<file path="config.mk">
export PLATFORM = sky130hd
export DESIGN_NAME = mod_counter_bcd
export DESIGN_NICKNAME = d
export VERILOG_FILES = /design/src/rtl/counter_pkg.sv /design/src/rtl/bcd_seq_conv.sv /design/src/rtl/mod_counter_bcd.sv
export SDC_FILE = /design/constraint.sdc
export NUM_CORES = 1
export LEC_CHECK = 0
export CORE_UTILIZATION = 30
export DETAILED_ROUTE_END_ITERATION = 8
export HOLD_SLACK_MARGIN = 0.1
export PLACE_DENSITY = 0.54
export SLEW_MARGIN = 0
export SYNTH_ARGS = -nofsm -noshare
export SYNTH_HDL_FRONTEND = slang
export SYNTH_SLANG_ARGS = --single-unit
</file>
<file path="constraint.sdc">
create_clock -name clk -period 2.5 [get_ports clk]
set_input_delay 0.25 -clock clk [delete_from_list [all_inputs] [get_ports clk]]
set_output_delay 0.25 -clock clk [all_outputs]
set_load 0.02 [all_outputs]
</file>
<file path="src/rtl/counter_pkg.sv">
// Shared definitions for the BCD display counter: converter state encoding,
// shift-and-add-3 constants and the digit-count helper used at elaboration.
package counter_pkg;

  typedef enum logic [1:0] {
    ST_IDLE  = 2'd0,
    ST_SHIFT = 2'd1,
    ST_DONE  = 2'd2
  } conv_state_e;

  // A nibble at or above this value would overflow past 9 after doubling.
  localparam logic [3:0] BCD_ADJ_THRESH = 4'd5;
  localparam logic [3:0] BCD_ADJ_ADD    = 4'd3;

  // Number of decimal digits needed to show value (at least one).
  function automatic int digits_required(input int unsigned value);
    int          n;
    int unsigned v;
    n = 1;
    v = value;
    for (int i = 0; i < 10; i++) begin
      if (v >= 10) begin
        v = v / 10;
        n++;
      end
    end
    return n;
  endfunction

endpackage

</file>
<file path="src/rtl/bcd_seq_conv.sv">
// Iterative shift-and-add-3 binary-to-BCD converter. One bit per cycle;
// the result is published only once all WIDTH shifts are complete.
//
// Handshake: start is sampled only in IDLE; valid is a one-cycle pulse that
// coincides with bcd taking the new value; busy is high in SHIFT and DONE,
// i.e. whenever a start would be ignored.
module bcd_seq_conv
  import counter_pkg::*;
#(
  parameter int WIDTH  = 8,
  parameter int DIGITS = 3
) (
  input  logic                clk,
  input  logic                rst_n,
  input  logic                start,
  input  logic [WIDTH-1:0]    bin,
  output logic [4*DIGITS-1:0] bcd,
  output logic                valid,
  output logic                busy,
  output conv_state_e         state
);

  localparam int BW  = 4 * DIGITS;
  localparam int SRW = BW + WIDTH;
  localparam int CW  = $clog2(WIDTH + 1);

  conv_state_e       state_q, state_d;
  logic [SRW-1:0]    sr_q, sr_d;
  logic [CW-1:0]     cnt_q, cnt_d;
  logic [BW-1:0]     bcd_q, bcd_d;
  logic              valid_q, valid_d;

  // Add 3 to every BCD nibble that is 5 or more, ahead of the doubling shift.
  function automatic logic [SRW-1:0] adjust(input logic [SRW-1:0] v);
    logic [SRW-1:0] r;
    r = v;
    for (int i = 0; i < DIGITS; i++) begin
      if (r[WIDTH+4*i +: 4] >= BCD_ADJ_THRESH)
        r[WIDTH+4*i +: 4] = r[WIDTH+4*i +: 4] + BCD_ADJ_ADD;
    end
    return r;
  endfunction

  // Next-state and datapath for the converter FSM.
  always_comb begin
    state_d = state_q;
    sr_d    = sr_q;
    cnt_d   = cnt_q;
    bcd_d   = bcd_q;
    valid_d = 1'b0;
    case (state_q)
      ST_IDLE: begin
        if (start) begin
          sr_d    = {{BW{1'b0}}, bin};
          cnt_d   = '0;
          state_d = ST_SHIFT;
        end
      end
      ST_SHIFT: begin
        sr_d  = adjust(sr_q) << 1;
        cnt_d = cnt_q + CW'(1);
        if (cnt_q == CW'(WIDTH - 1)) state_d = ST_DONE;
      end
      ST_DONE: begin
        bcd_d   = sr_q[SRW-1 -: BW];
        valid_d = 1'b1;
        state_d = ST_IDLE;
      end
      default: state_d = ST_IDLE;
    endcase
  end

  // Converter state registers; reset drops any partial result.
  always_ff @(posedge clk or negedge rst_n) begin
    if (!rst_n) begin
      state_q <= ST_IDLE;
      sr_q    <= '0;
      cnt_q   <= '0;
      bcd_q   <= '0;
      valid_q <= 1'b0;
    end else begin
      state_q <= state_d;
      sr_q    <= sr_d;
      cnt_q   <= cnt_d;
      bcd_q   <= bcd_d;
      valid_q <= valid_d;
    end
  end

  assign bcd   = bcd_q;
  assign valid = valid_q;
  assign busy  = (state_q == ST_SHIFT) || (state_q == ST_DONE);
  assign state = state_q;

endmodule

</file>
<file path="src/rtl/mod_counter_bcd.sv">
// Loadable up/down counter with programmable terminal value, wrap/saturate
// boundary handling and a terminal-count flag, plus a BCD converter that
// follows the count for the 7-segment display path.
module mod_counter_bcd
  import counter_pkg::*;
#(
  parameter int WIDTH  = 8,
  parameter int MAX    = 2**WIDTH - 1,
  parameter int DIGITS = 3
) (
  input  logic                clk,
  input  logic                rst_n,
  input  logic                load_n,
  input  logic [WIDTH-1:0]    d,
  input  logic                en,
  input  logic                up,
  input  logic                wrap,
  output logic [WIDTH-1:0]    q,
  output logic                tc,
  output logic [4*DIGITS-1:0] bcd,
  output logic                bcd_valid,
  output logic                busy,
  output conv_state_e         conv_state
);

  if (WIDTH < 2 || WIDTH > 16) begin : g_bad_width
    $error("mod_counter_bcd: WIDTH must be in 2..16");
  end
  if (MAX < 1 || MAX > 2**WIDTH - 1) begin : g_bad_max
    $error("mod_counter_bcd: MAX must be in 1..2**WIDTH-1");
  end
  if (digits_required(MAX) > DIGITS) begin : g_bad_digits
    $error("mod_counter_bcd: DIGITS too small to show MAX");
  end

  localparam logic [WIDTH-1:0] MAX_V = WIDTH'(MAX);

  logic [WIDTH-1:0] q_q, q_d;
  logic [WIDTH-1:0] snap_q, snap_d;
  logic             conv_busy;
  logic             start;

  // Count update: load (clamped to MAX) beats count enable.
  always_comb begin
    q_d = q_q;
    if (!load_n) begin
      q_d = (d > MAX_V) ? MAX_V : d;
    end else if (en) begin
      if (up) q_d = (q_q == MAX_V) ? (wrap ? '0 : MAX_V) : q_q + WIDTH'(1);
      else    q_d = (q_q == '0)    ? (wrap ? MAX_V : '0) : q_q - WIDTH'(1);
    end
  end

  // A new conversion starts whenever the converter is idle and the count has
  // moved away from the last converted value; snap records that value.
  assign start  = !conv_busy && (q_q != snap_q);
  assign snap_d = start ? q_q : snap_q;

  // Count and snapshot registers.
  always_ff @(posedge clk or negedge rst_n) begin
    if (!rst_n) begin
      q_q    <= '0;
      snap_q <= '0;
    end else begin
      q_q    <= q_d;
      snap_q <= snap_d;
    end
  end

  assign tc = load_n & en & ((up & (q_q == MAX_V)) | (~up & (q_q == '0)));
  assign q  = q_q;

  bcd_seq_conv #(
    .WIDTH  (WIDTH),
    .DIGITS (DIGITS)
  ) u_conv (
    .clk   (clk),
    .rst_n (rst_n),
    .start (start),
    .bin   (q_q),
    .bcd   (bcd),
    .valid (bcd_valid),
    .busy  (conv_busy),
    .state (conv_state)
  );

  assign busy = conv_busy;

endmodule

</file>
---- Word-level counts from Yosys, hierarchy flattened ----
Index checks and enable logic that the tools add are counted.
operators by class
  add/subtract/negate cells ............... 6
  $lt $le $gt $ge ......................... 4
  eq/ne operators ......................... 8
  muxes and demuxes ....................... 19
  bitwise logic cells ..................... 6
  reductions and logical operators ........ 8
operator list
  cell                                                                     number
  8-bit two-way mux                                                        8
  20-bit case mux with 2 select lines                                      1
  20-bit two-way mux                                                       1
  4-bit by 3-bit >= comparator with 1-bit output, second input constant    3
  4-bit two-way mux                                                        3
  4-bit by 2-bit adder with 4-bit output, second input constant            2
  8-bit by 1-bit adder with 8-bit output, second input constant            1
  8-bit equality test, second input constant                               1
  8-bit > comparator, second input constant                                1
  8-bit logical NOT                                                        1
  8-bit inequality test                                                    1
  4-bit case mux with 2 select lines                                       1
  8-bit by 1-bit subtractor with 8-bit output, second input constant       1
  4-bit by 1-bit adder with 4-bit output, second input constant            1
  1-bit bitwise AND                                                        4
  4-bit by 3-bit equality test with 1-bit output, second input constant    1
  2-bit two-way mux                                                        2
  2-bit by 1-bit inequality test with 1-bit output, second input constant  2
  2-bit case mux with 2 select lines                                       1
  2-bit AND reduction                                                      2
  3-bit by 2-bit adder with 3-bit output, second input constant            1
  3-bit two-way mux                                                        1
  2-bit by 1-bit equality test with 1-bit output, second input constant    1
  2-bit equality test, second input constant                               1
  other kinds (9)                                                          9
storage, ports and cells
  bits in registers ....................... 55
  input bits .............................. 14
  output and inout bits ................... 25
  logic and storage cells ................. 58

---- Depth between registers and ports, before layout ----
  word-level depth ........................ 6
  gate-level depth with buffers ........... 8
  gate-level depth less buffers ........... 7

---- Modules after synthesis ----
From an unflattened synthesis, not the netlist that was laid out.
second synthesis, totals
  cell total of the unflattened synthesis .. 294
  area total of the unflattened synthesis .. 3,076.7 sq um
by module, submodules not included
  module           instances  cells each  area an instance (sq um)  seq. area each (sq um)
  bcd_seq_conv     1          154         1,844.3                   975.9
  mod_counter_bcd  1          140         1,232.4                   400.4

---- Worst setup path before layout ----
OpenSTA, ideal clock, no wires.
  path type ............................... register to register
  start point ............................. reg q_q[0] (netlist: q[0])
  end point ............................... reg q_q[4] (netlist: q[4])
  library setup time ...................... 0.121 ns
  data arrival time ....................... 2.244 ns
  data required time ...................... 2.379 ns
  setup slack ............................. 0.135 ns
  cell stages (with the launch flop) ...... 9
  buffers on the path ..................... 1
  period minus slack after synthesis ...... 2.365 ns
  cells stage by stage .................... dfrtp_1 buf_2 inv_1 ha_1 or4b_4 o41a_4 a311oi_2 o211a_1 o2bb2ai_1
between the ends
  longest elaborated chain between the ends .. 5
  elaborated cells between the ends (all ways) .. 9
  those cells by class .................... 2 x add/sub; 1 x eq/ne; 5 x mux; 1 x reduce/logical
RTL lines
  what                                                                 line                                          source
  from (decl)                                                          mod_counter_bcd.sv:38                         logic [WIDTH-1:0] q_q, q_d;
  from (signal assigned)                                               mod_counter_bcd.sv:65                         q_q <= q_d;
  8-bit by 1-bit subtractor with 8-bit output (tied with other cells)  mod_counter_bcd.sv:50                         else q_d = (q_q == '0) ? (wrap ? MAX_V : '0) : q_q - WIDTH'(1);
  8-bit two-way mux, on equally long branches                          mod_counter_bcd.sv:50, mod_counter_bcd.sv:49
  8-bit two-way mux *                                                  mod_counter_bcd.sv:49                         if (up) q_d = (q_q == MAX_V) ? (wrap ? '0 : MAX_V) : q_q + WIDTH'(1);
  8-bit two-way mux *                                                  mod_counter_bcd.sv:48                         end else if (en) begin
  8-bit two-way mux *                                                  mod_counter_bcd.sv:46                         if (!load_n) begin
Every way passes the cells marked *; elsewhere a longest branch is shown, timed or not. The select of a mux whose other input is x is not followed.
A chain may end at the register's enable or synchronous reset.

---- Final worst setup path ----
  start point ............................. reg q_q[0] (netlist: q[0])
  end point ............................... out tc
between the ends
  longest elaborated chain between the ends .. 4
  elaborated cells between the ends (all ways) .. 6
  those cells by class .................... 1 x eq/ne; 4 x bitwise; 1 x reduce/logical
RTL lines
  what                                                             line                   source
  8-bit equality test / 8-bit logical NOT (equally long branches)  mod_counter_bcd.sv:70  assign tc = load_n & en & ((up & (q_q == MAX_V)) | (~up & (q_q == '0)));
  1-bit bitwise AND                                                mod_counter_bcd.sv:70
  1-bit OR *                                                       mod_counter_bcd.sv:70
  1-bit bitwise AND *                                              mod_counter_bcd.sv:70
  to (decl)                                                        mod_counter_bcd.sv:19  output logic tc,
Every way passes the cells marked *; elsewhere a longest branch is shown, timed or not.

==> qor.yml <==
clocking:
  ctsRootBufferMaster: "clkbuf_8"
  cts_buffers: 5
  cts_tree: "done"
  clk_pin_slew_ns: 0.10
  h-tree-depth: 2
  cts.sinks: 55
  clockBufferDepth: 2
  postCtsSetupBuffers: 0
  insertion_delay_ns: 0.30
timing:
  report.final.slew_viol_count: 0
  finalWorstSetupSlack_ns: 0.1365
  tightestPinTransition_ns: 0.6127
  rsz0062_at_grt: "false"
  fmax_mhz: 423.1
  period_share_pct: 94.54
  finalHoldViolCount: 0
  clock_skew_ns: 0.005717
  finalSetupViolations: 0
  setup_tns_ns: 0
  layout_min_cycle_time_ns: 2.364
  hold-worst-slack_ns: 0.4836
  max_slew_margin_pct: 57.99
synth:
  synth_edf_count: 0
  ys_ff_latch: 55
  ys.warnings.count: 0
  async_flop_share_pct: 100.0
  synth_commonest_cells: "dfrtp_1 (55), inv_1 (25), nand2_1 (23)"
  synthFlopType: "dfrtp_1"
  synth.top_cells.by_area: "dfrtp_1 (44%), mux2_2 (6.8%), ha_1 (5.2%)"
  synthDistinctLibCells: 55
  yosysTopAreaCellShare_pct: 43.77
  yosysMostFrequentCell: "dfrtp_1"
  synth_nets: 336
  synthCells: 309
  ys_seq_area_share_pct: 43.77
  yosysTopAreaCell: "dfrtp_1"
  syn_avg_cell_area_um2: 10.18
  syn_area_um2: 3144
worst_setup_path:
  worstPathCellList: "inv_1, ha_1, or4b_4, nor3b_2, o211a_1, clkdlybuf4s15_1"
  critPathMaxFanout: 5
  cp-end-kind: "primary output"
  critPathMaxStageDelay_ns: 0.51
  critPathArrivalTime_ns: 2.11
  required_ns: 2.25
  worstSetupStartpointType: "flop"
  criticalPathCategory: "reg -> out"
  crit_path_top_delay_cell: "or4b_4"
routing:
  post_drt_wl_per_cell_um: 14.21
  drc: 0
  dr.pass1.iters: 5
  routed_via_density: 5.014
  antenna_left: 0
  drt_iter0_markers: 117
  num_vias: 2497
  drt-total-wl_mm: 7.077
floorplan:
  initial_core_util_pct: 30.73
  core-area_um2: 10230
  fp-row-count: 37
  die_h_um: 104.4
  design.die.area_um2: 10890
  die_x_um: 104.4
  ios: 39
place:
  dpl-instance-area_um2: 3817
  port_buffers: 38
  place_hpwl_mm: 5.139
  finalWeightedCongestion: 0.8519
  dp.cells: 489
  detailedPlace.worstSlack_ns: 0.1665
global_routing:
  antenna_found_initial: 0
  grt_pass1_vias: 2494
  grt_overflow: 0
  grt_max_degree: 30
  grt_pass1_wl_mm: 12.41
  gr-usage-all-layers_pct: 13.89
final_layout:
  register_area_um2: 1376
  area_growth_pct: 24.59
  multiInputGateArea_um2: 1597
  final_area_um2: 3918
  utilization_pct: 38.29
  n_antenna_cell: 0
  final_cells: 498
  fillCellCount: 1003
  nNetsFinal: 388
  post_route_cells_drive_above_1_share_pct: 16.57
worst_hold_path:
  min_path_type: "in -> async"
power:
  power_density_nw_per_um2: 980.1
  cellLeakagePower_nw: 1.688
  power.total_mw: 3.840
  ir_worst_vdd_uv: 311.4
run:
  maxCapViolations: 0
outcome:
  status: "finished, final reports clean"
## repair_timing
action / 4_1_cts / 5_1_grt
gates resized for setup: 1 / 1
setup endpoints to repair: 1 / 1
hold buffers: 1 / 0
endpoints found under the hold margin: 26 / 0
## state kept, by name, summed over array words and instances, names as in the netlist
name,cells
u_conv.sr_q,20
u_conv.bcd,12
q,8
snap_q,8
u_conv.cnt_q,4
u_conv.state,2
u_conv.valid,1
## per-layer routing
layer	share of wire, %	vias to the layer above	GRT usage [%]	wire, µm
li1	-	1232	-	-
met2	48	51	23.18	3407
met1	48	1212	18.99	3411
met5	0	-	0	0
met3	3.3	2	2.506	235
met4	0.31	0	2.143	22
## critical path, delay by kind of cell, from the launching register on
kind                     cells  cell delay, ns
AO/OA/AOI/OAI                1            0.17
buffers and inverters        2            0.37
AND/OR/NAND/NOR              2            0.75
adder cells (fa/ha/maj)      1            0.14
flip-flops                   1            0.39
## final timing paths
path,cells after the start,end,from,slack (ns)
max,6,tc,q[0]$_DFFE_PN0P_,0.14
min,2,u_conv.sr_q[17]$_DFFE_PN0P_,rst_n,0.48
max reg2reg,7,q[4]$_DFFE_PN0P_,q[0]$_DFFE_PN0P_,0.34
min reg2reg,1,u_conv.sr_q[0]$_DFFE_PN0P_,u_conv.sr_q[0]$_DFFE_PN0P_,0.50
max in group asynchronous,3,u_conv.state[0]$_DFFE_PN0P_,rst_n,1.42
min in group clk,2,q[6]$_DFFE_PN0P_,d[6],0.49
## cell usage in the layout, fill, tap and decap left out, types with 2 or more instances in the layout
master           Yosys  final
o31ai_1              2      2
dfrtp_1             55     55
buf_4                0     22
buf_12               0      2
nand3_1              9      9
ha_1                13     13
nand3b_1             2      2
o21a_1               2      2
o2111a_1             2      2
mux2_2              19     19
nand4_1              3      3
a221o_1              3      3
nor4_1               2      2
nand4b_1             2      2
o22a_1               2      2
clkdlybuf4s50_1      0     36
nor3_1              10     10
a221oi_1             8      8
xor2_1               2      2
clkbuf_8             0      5
a31oi_1              2      2
xnor2_1             12     12
nor2_1              14     14
o211a_1              3      3
clkinv_4             0      2
nand2_1             23     23
nand2b_1             4      4
a32o_1               2      2
o2bb2ai_1            6      6
inv_1               25     25
and3_1               2      2
a21oi_1             13     13
o21ai_0             17     17
a22o_1              10     10
## area by class of cell
class,count,share of cell area [%]
Multi-Input combinational cell,211,40.75
Sequential cell,55,35.13
Timing Repair Buffer,63,15.08
Tap cell,136,4.344
Inverter,25,2.395
Clock buffer,6,1.852
Clock inverter,2,0.4471
## cell families (layout without fill, tap and decap cells)
logic type	Yosys count	in the layout	synth area share, %
fa+ha+maj	13	13	5.173
mux	21	21	7.959
xor+xnor	14	14	3.900
compound gates	84	84	20.49
buf+inv	43	96	5.451
simple gates	79	79	13.25
flops	55	55	43.77
## power by group
group / internal (mW) / switching, mW
logic: 0.934 / 1.05
registers: 1.17 / 0.187
clock network: 0.202 / 0.296
total: 2.30 / 1.54
(Power assumes the default switching activity.)
